File: src/rtl/rvfi_commit_fifo.sv
// RVFI commit FIFO: collects up to NrCommitPorts retired instructions per cycle
// and presents them one at a time, each tagged with a 64-bit retire order number.
// A retire group either fits whole or is dropped whole, which sets a sticky overflow flag.
// Admission is checked against the occupancy at the start of the cycle, so a
// dequeue in the same cycle does not make room for that cycle's group.
module rvfi_commit_fifo #(
  parameter int unsigned NrCommitPorts = 2,
  parameter int unsigned XLEN          = 64,
  parameter int unsigned DEPTH         = 8
) (
  input  logic                          clk_i,
  input  logic                          rst_ni,
  input  logic                          clear_i,
  input  logic [NrCommitPorts-1:0]      commit_ack_i,
  input  logic [NrCommitPorts*XLEN-1:0] commit_pc_i,
  input  logic [NrCommitPorts*32-1:0]   commit_insn_i,
  input  logic [NrCommitPorts*5-1:0]    commit_rd_i,
  input  logic [NrCommitPorts*XLEN-1:0] commit_wdata_i,
  input  logic                          ex_valid_i,
  input  logic [XLEN-1:0]               ex_cause_i,
  output logic                          trace_valid_o,
  input  logic                          trace_ready_i,
  output logic [63:0]                   trace_order_o,
  output logic [XLEN-1:0]               trace_pc_o,
  output logic [31:0]                   trace_insn_o,
  output logic [4:0]                    trace_rd_o,
  output logic [XLEN-1:0]               trace_wdata_o,
  output logic                          trace_trap_o,
  output logic [XLEN-1:0]               trace_cause_o,
  output logic [$clog2(DEPTH):0]        count_o,
  output logic                          overflow_o
);

  localparam int unsigned AW = $clog2(DEPTH);
  localparam int unsigned CW = AW + 1;

  // Control state
  logic [AW-1:0] wptr_q, wptr_d, rptr_q, rptr_d;
  logic [CW-1:0] count_q, count_d;
  logic [63:0]   order_q, order_d;
  logic          ovf_q, ovf_d;

  // Entry storage, intentionally not reset
  logic [XLEN-1:0] mem_pc_q    [DEPTH];
  logic [31:0]     mem_insn_q  [DEPTH];
  logic [4:0]      mem_rd_q    [DEPTH];
  logic [XLEN-1:0] mem_wdata_q [DEPTH];
  logic [XLEN-1:0] mem_cause_q [DEPTH];
  logic [63:0]     mem_order_q [DEPTH];
  logic [DEPTH-1:0] mem_trap_q;

  logic [CW-1:0] k;
  logic [CW-1:0] off  [NrCommitPorts];
  logic [AW-1:0] widx [NrCommitPorts];
  logic [CW-1:0] free;
  logic          accept, drop, deq;

  // Per-port slot offset within the group (ascending port order) and group size
  always_comb begin
    k = '0;
    for (int p = 0; p < NrCommitPorts; p++) begin
      off[p]  = k;
      widx[p] = wptr_q + off[p][AW-1:0];
      if (commit_ack_i[p]) k = k + CW'(1);
    end
  end

  assign free   = CW'(DEPTH) - count_q;
  assign accept = (k != '0) && (k <= free);
  assign drop   = (k > free);
  assign deq    = trace_valid_o && trace_ready_i;

  // Next-state for pointers, occupancy, order counter and overflow; clear wins over everything
  always_comb begin
    wptr_d  = wptr_q;
    rptr_d  = rptr_q;
    count_d = count_q;
    order_d = order_q;
    ovf_d   = ovf_q;
    if (clear_i) begin
      wptr_d  = '0;
      rptr_d  = '0;
      count_d = '0;
      order_d = '0;
      ovf_d   = 1'b0;
    end else begin
      if (accept) begin
        wptr_d  = wptr_q + k[AW-1:0];
        order_d = order_q + 64'(k);
      end
      if (drop) ovf_d = 1'b1;
      if (deq) rptr_d = rptr_q + AW'(1);
      count_d = count_q + (accept ? k : '0) - CW'(deq);
    end
  end

  // Control registers with asynchronous active-low reset
  always_ff @(posedge clk_i or negedge rst_ni) begin
    if (!rst_ni) begin
      wptr_q  <= '0;
      rptr_q  <= '0;
      count_q <= '0;
      order_q <= '0;
      ovf_q   <= 1'b0;
    end else begin
      wptr_q  <= wptr_d;
      rptr_q  <= rptr_d;
      count_q <= count_d;
      order_q <= order_d;
      ovf_q   <= ovf_d;
    end
  end

  // Write each acked port of an admitted group into consecutive slots
  always_ff @(posedge clk_i) begin
    if (!clear_i && accept) begin
      for (int p = 0; p < NrCommitPorts; p++) begin
        if (commit_ack_i[p]) begin
          mem_pc_q[widx[p]]    <= commit_pc_i[p*XLEN +: XLEN];
          mem_insn_q[widx[p]]  <= commit_insn_i[p*32 +: 32];
          mem_rd_q[widx[p]]    <= commit_rd_i[p*5 +: 5];
          mem_wdata_q[widx[p]] <= (commit_rd_i[p*5 +: 5] == 5'd0) ? '0
                                  : commit_wdata_i[p*XLEN +: XLEN];
          mem_order_q[widx[p]] <= order_q + 64'(off[p]);
          mem_trap_q[widx[p]]  <= (p == 0) && ex_valid_i;
          mem_cause_q[widx[p]] <= ((p == 0) && ex_valid_i) ? ex_cause_i : '0;
        end
      end
    end
  end

  // Head is read straight from storage and forced to zero when empty
  assign trace_valid_o = (count_q != '0);
  assign trace_order_o = trace_valid_o ? mem_order_q[rptr_q] : '0;
  assign trace_pc_o    = trace_valid_o ? mem_pc_q[rptr_q]    : '0;
  assign trace_insn_o  = trace_valid_o ? mem_insn_q[rptr_q]  : '0;
  assign trace_rd_o    = trace_valid_o ? mem_rd_q[rptr_q]    : '0;
  assign trace_wdata_o = trace_valid_o ? mem_wdata_q[rptr_q] : '0;
  assign trace_trap_o  = trace_valid_o ? mem_trap_q[rptr_q]  : 1'b0;
  assign trace_cause_o = trace_valid_o ? mem_cause_q[rptr_q] : '0;
  assign count_o       = count_q;
  assign overflow_o    = ovf_q;

endmodule
File: config.mk
export PLATFORM = sky130hd
export DESIGN_NAME = rvfi_commit_fifo
export DESIGN_NICKNAME = d
export VERILOG_FILES = /design/src/rtl/rvfi_commit_fifo.sv
export SDC_FILE = /design/constraint.sdc
export NUM_CORES = 2
export LEC_CHECK = 0
export ABC_AREA = 1
export BUFFER_PORTS_ARGS = -buffer_cell sky130_fd_sc_hd__buf_4
export CORE_MARGIN = 1.5
export CORE_UTILIZATION = 40
export CTS_CLUSTER_SIZE = 8
export DETAILED_ROUTE_END_ITERATION = 10
export SLEW_MARGIN = 0
export SYNTH_ARGS = -nofsm -noshare
export SYNTH_HDL_FRONTEND = slang
export SYNTH_SLANG_ARGS = --single-unit
File: constraint.sdc
create_clock -name clk_i -period 8.58 [get_ports clk_i]
set_clock_uncertainty 0.2 [all_clocks]
set_input_delay 1.716 -clock clk_i [delete_from_list [all_inputs] [get_ports clk_i]]
set_output_delay 1.716 -clock clk_i [all_outputs]
set_load 0.02 [all_outputs]
# Word level (Yosys, flattened, before mapping)
# Memory sizes are Yosys's and may differ from the RTL's.
# Cells that the tools add are included.
[totals] latchBits=0 n_memories=6 mem_bits_ro=0 regBits=83 word_cells=81 ramBits=2344 in_bits=401 out_inout_bits=300
[classes] multipliers=0 n_div=0 bitwise=2 n_reduce_logical=13 shift=0 mux=38 magnitude_cmp=7 eq_ne=0 n_addsub=9
[mem_list] memory="mem_cause_q" words=8 word_bits=64 rd=1 rd_clocked_by_memory_dff=0 wr=2 line="48" rtl="logic [XLEN-1:0] mem_cause_q [DEPTH];"
[mem_list] memory="mem_order_q" words=8 word_bits=64 rd=1 rd_clocked_by_memory_dff=0 wr=2 line="49" rtl="logic [63:0] mem_order_q [DEPTH];"
[mem_list] memory="mem_pc_q" words=8 word_bits=64 rd=1 rd_clocked_by_memory_dff=0 wr=2 line="44" rtl="logic [XLEN-1:0] mem_pc_q [DEPTH];"
[mem_list] memory="mem_wdata_q" words=8 word_bits=64 rd=1 rd_clocked_by_memory_dff=0 wr=2 line="47" rtl="logic [XLEN-1:0] mem_wdata_q [DEPTH];"
[mem_list] memory="mem_insn_q" words=8 word_bits=32 rd=1 rd_clocked_by_memory_dff=0 wr=2 line="45" rtl="logic [31:0] mem_insn_q [DEPTH];"
[mem_list] memory="mem_rd_q" words=8 word_bits=5 rd=1 rd_clocked_by_memory_dff=0 wr=2 line="46" rtl="logic [4:0] mem_rd_q [DEPTH];"
[ops] op="64-bit two-way mux" n=9
[ops] op="64-bit by 1-bit adder with 64-bit output" n=1
[ops] op="64-bit by 4-bit adder with 64-bit output" n=1
[ops] op="32-bit two-way mux" n=1
[ops] op="8-bit two-way mux" n=3
[ops] op="1-bit two-way mux" n=13
[ops] op="3-bit by 4-bit < comparator with 1-bit output (second input constant)" n=3
[ops] op="3-bit two-way mux" n=4
[ops] op="4-bit two-way mux" n=3
[ops] op="5-bit logical NOT" n=2
[ops] op="8-bit bitwise AND" n=1
[ops] op="8-bit bitwise mux" n=1
[ops] op="8-bit NOT" n=1
[ops] op="4-bit nonzero test" n=2
[ops] op="3-bit adder" n=2
[ops] op="1-bit demux with 3-bit select" n=2
[ops] op="3-bit by 1-bit >= comparator with 1-bit output (second input constant)" n=2
[ops] op="2-bit nonzero test" n=3
[ops] op="1-bit logical AND" n=5
[ops] op="5-bit two-way mux" n=1
[ops] op="4-bit by 1-bit adder with 4-bit output (second input constant)" n=1
[ops] op="4-bit adder" n=1
[ops] op="4-bit greater-than comparator" n=1
[ops] op="4-bit less-or-equal comparator" n=1
[ops] op="5 further kinds" n=5

# Depth between registers and ports, before layout
[depth] word_depth=9 mapped_depth=19 mapped_depth_nobuf=18

# Worst setup path before layout
# No wires, ideal clock.
[synth_timing] kind="input port to flip-flop" start="in commit_ack_i[0]" end="mem mem_insn_q[0][0] (enable)" t_required_ns=6.582 setup_slack_ns=-0.677 setup_ns=1.798 path_buffers=2 t_arrival_ns=7.259 stages=14 path_cell_list="inv_1 ha_1 inv_1 ha_1 nand2_1 nand3_1 nor2_1 nand2_4 nand3_4 buf_6 nor2_2 inv_1 clkbuf_1 nand2_1"
[synth_rtl] item="start: declaration" line="14" rtl="input logic [NrCommitPorts-1:0] commit_ack_i,"
[synth_rtl] item="end: declaration" line="45"

# Worst setup path after layout
[layout_timing] start="reg rptr_q[1]" end="out trace_order_o[29]"
[layout_between] elab_chain_cells=2
[layout_lines] item="start: declaration" line="38" rtl="logic [AW-1:0] wptr_q, wptr_d, rptr_q, rptr_d;"
[layout_lines] item="start signal: assignment" line="107" rtl="rptr_q <= rptr_d;"
[layout_lines] item="memory 8 x 64 bit"
[layout_lines] item="64-bit two-way mux" line="134" rtl="assign trace_order_o = trace_valid_o ? mem_order_q[rptr_q] : '0;"
[layout_lines] item="end: declaration" line="23" rtl="output logic [63:0] trace_order_o,"
# No other way between the ends.

==> impl_metrics.tcl <==
set metrics [dict create \
    root_buffer "clkbuf_16" \
    fmax_mhz 150 \
    post-dp-hpwl_um 232000 \
    gr-total-overflow 0 \
    syn_area_per_cell_um2 8.39 \
    synth_top_family_by_area "simple AND/OR/NAND/NOR gates" \
    r2r_start "count_o[0]" \
    worst-setup-path-type "flop to output pin" \
    place_congestion 0.918 \
    worstRegToRegCells 12 \
    holdCritPathClass "flop to flop" \
    muxShareOfSynthArea 0 \
    finalHoldViolCount 0 \
    synthAdderAreaFrac 0.00248 \
    hold_buffers 0 \
    cp-start-kind "flop" \
    post_cts_buffers 0 \
    rr_endpoint "mem_pc_q[7][17]" \
    std_cell_rows 201 \
    area_growth_pct 13.8 \
    cts_sinks 2427 \
    die_w_um 551 \
    port_buffers 700 \
    ios 701 \
    yosys.area_share.simple 0.190 \
    p_sw_frac 0.376 \
    ys_types 38 \
    ys_seq_area_frac 0.561 \
    cap_violations 0 \
    cts_tree "yes" \
    min-delay-start "mem_cause_q[6][13]" \
    fin_nets 14681 \
    wl_per_cell_um 23.9 \
    hold_end "mem_cause_q[6][13]" \
    critPathRequiredTime_ps 6660 \
    min_delay_path_depth 2 \
    synth_compound_area_frac 0.186 \
    core_mm2 0.299 \
    setup_ws_ps 1930 \
    die-area_mm2 0.304 \
    end_kind "output pin" \
    p_switching_uw 15400 \
    post_drt_via_cell_ratio 5.76 \
    synth_warnings 0 \
    cp_max_fo 63 \
    detailed_place.area_mm2 0.127 \
    synth-xor-area-share 0.00379 \
    grt_start_max_net_pins 194 \
    rsz0062_at_grt "no" \
    status "finished, final reports clean" \
    drt-pass1-iter-count 6 \
    final_common_cell "o21ai_0" \
    cellPowerDensity_mw_per_mm2 300 \
    post_cts_resized 0 \
    ys_seq_elements 2427 \
    min_period_ps 6650 \
    seqPwrFrac 0.365 \
    cts_buffer_depth 4 \
    drtIter0Drc 12520 \
    insertion_delay_ps 940 \
    syn-cell-area_mm2 0.120 \
    grt_pass1_vias 97709 \
    fin_crit_sh 0.775 \
    vias 105498 \
    hold_ws_ps 256 \
    clock_power_share 0.307 \
    design_area_mm2 0.137 \
    final_cell_mix "3286 x o21ai_0, 3084 x nand2_1, 2313 x nor2_1" \
    setup_violations 0 \
    maxSlewViolCount 0 \
    drive_above_1_share 0.0898 \
    cp.arrival_ps 4730 \
    drc 0 \
    cts-buffers-inserted 343 \
    dpl_worst_slack_ps 1960 \
    antenna_found_initial 13 \
    internal-power_uw 25600 \
    start_util 0.401 \
    max_slew.worst_pin.slew_ps 1270 \
    cts_max_level 5 \
    grt_pass1_wl_um 641000 \
    clk_pin_slew_ps 50 \
    power_leakage_uw 0.0484 \
    wirelength_um 438000 \
    syn-num-nets 14742 \
    die_h_um 551 \
    timing.slew.headroom 0.152 \
    pwr-share-comb 0.328 \
    grt_usage 0.278 \
    drtAntennaViolNets 0 \
    ir_worst_vdd_mv 0.396 \
    post_synth_inst_count 14319 \
    r2r_setup_slack_ps 3420 \
]
## worst max-delay path, cell delays in order (launching register included)
cell and delay (ps):
dfrtp_4 970, buf_4 770, buf_4 770, o21ai_0 230, o22ai_1 230, o21ai_0 120, nor2_1 420, buf_4 230
## layer usage
layer | part of all wire | wire length, µm | vias to the layer above | GRT usage
met5 | 0.00016 | 69 | - | 0.00125
met4 | 0.040 | 17600 | 10 | 0.112
met3 | 0.10 | 43900 | 877 | 0.0553
met2 | 0.45 | 198000 | 5419 | 0.439
met1 | 0.41 | 178000 | 50394 | 0.374
li1 | - | - | 48798 | -
## Yosys cell counts (all sizes together)
library cell / number / area, µm²
nand2: 3100 / 11600
dfxtp: 512 / 10200
nor2: 2330 / 8800
xor2: 46 / 403
xnor2: 6 / 52.6
a21o: 1 / 7.51
o221ai: 49 / 429
ha: 19 / 238
a22o: 1 / 8.76
o21bai: 6 / 48.8
and2: 1 / 6.26
buf: 499 / 2530
o21ai: 3289 / 16500
clkbuf: 768 / 2880
edfxtp: 1840 / 55300
or2: 1 / 6.26
a21oi: 394 / 1970
a211oi: 1 / 7.51
a31oi: 65 / 407
o22ai: 459 / 2870
fa: 3 / 60.1
nand4: 32 / 200
inv: 363 / 1360
o211ai: 15 / 113
nor3: 13 / 65.1
nand3: 424 / 2130
dfrtp: 75 / 1880
clkinv: 7 / 26.3
## per-stage QoR
stage                     std cells   util  TNS [ps]  total power (µW)
after floorplan               14319      -   -138450             22900
after global placement        17871  0.425         0             28400
after detailed placement      17871  0.425         0             28500
after CTS                     18320  0.457         0             41000
after global routing          18326  0.457         0             42800
final                         18327  0.457         0             41100
## cell families (layout without fill, tap and decap cells)
| family | count (synthesis) | count (layout) |
|---|---|---|
| AOI/OAI and AO/OA | 4280 | 4280 |
| buffers and inverters | 1637 | 1680 |
| adders and majority gates | 22 | 22 |
| and+or+nand+nor | 5901 | 5901 |
| xor gates and xnor gates | 52 | 52 |
| DFF | 2427 | 2427 |
| other | 0 | 7 |
## flip-flops by register name, summed over array words and instances, names as in the netlist
register	cells
mem_wdata_q	512
count_o	4
overflow_o	1
mem_cause_q	512
mem_pc_q	512
mem_insn_q	256
wptr_q	3
mem_trap_q	8
mem_rd_q	40
rptr_q	3
order_q	64
mem_order_q	512
## worst max path at each step
stage	from	to	slack (ps)	cells past startpoint
2_1_floorplan	commit_ack_i[0]	mem_insn_q[6][0]	-600	14
3_3_place_gp	commit_ack_i[0]	mem_pc_q[7][13]	1930	14
3_5_place_dp	commit_ack_i[0]	mem_pc_q[7][19]	1960	14
4_1_cts	rptr_q[1]	trace_wdata_o[62]	1970	7
5_1_grt	rptr_q[1]	trace_order_o[14]	1820	7
6_report	rptr_q[1]	trace_order_o[29]	1930	7
## power groups by stage
stage               Sequential, µW  Clock, µW  Combinational [µW]
finish                       15000      12600               13500
global route                 15100      13200               14500
CTS                          15000      12700               13300
detailed placement           15200          0               13300
global placement             15200          0               13200
floorplan                    15100          0                7800
## cell type report
type / instances / area (µm²)
fillers: 28840 / 163000
flip-flops and latches: 2427 / 67400
multi-input cells: 10255 / 46200
clock buffers: 417 / 8900
repair buffers: 861 / 7200
well taps: 3958 / 4950
inverters: 370 / 1420
clock inverters: 32 / 658
diodes: 7 / 17.5
(Power assumes the default switching activity.)
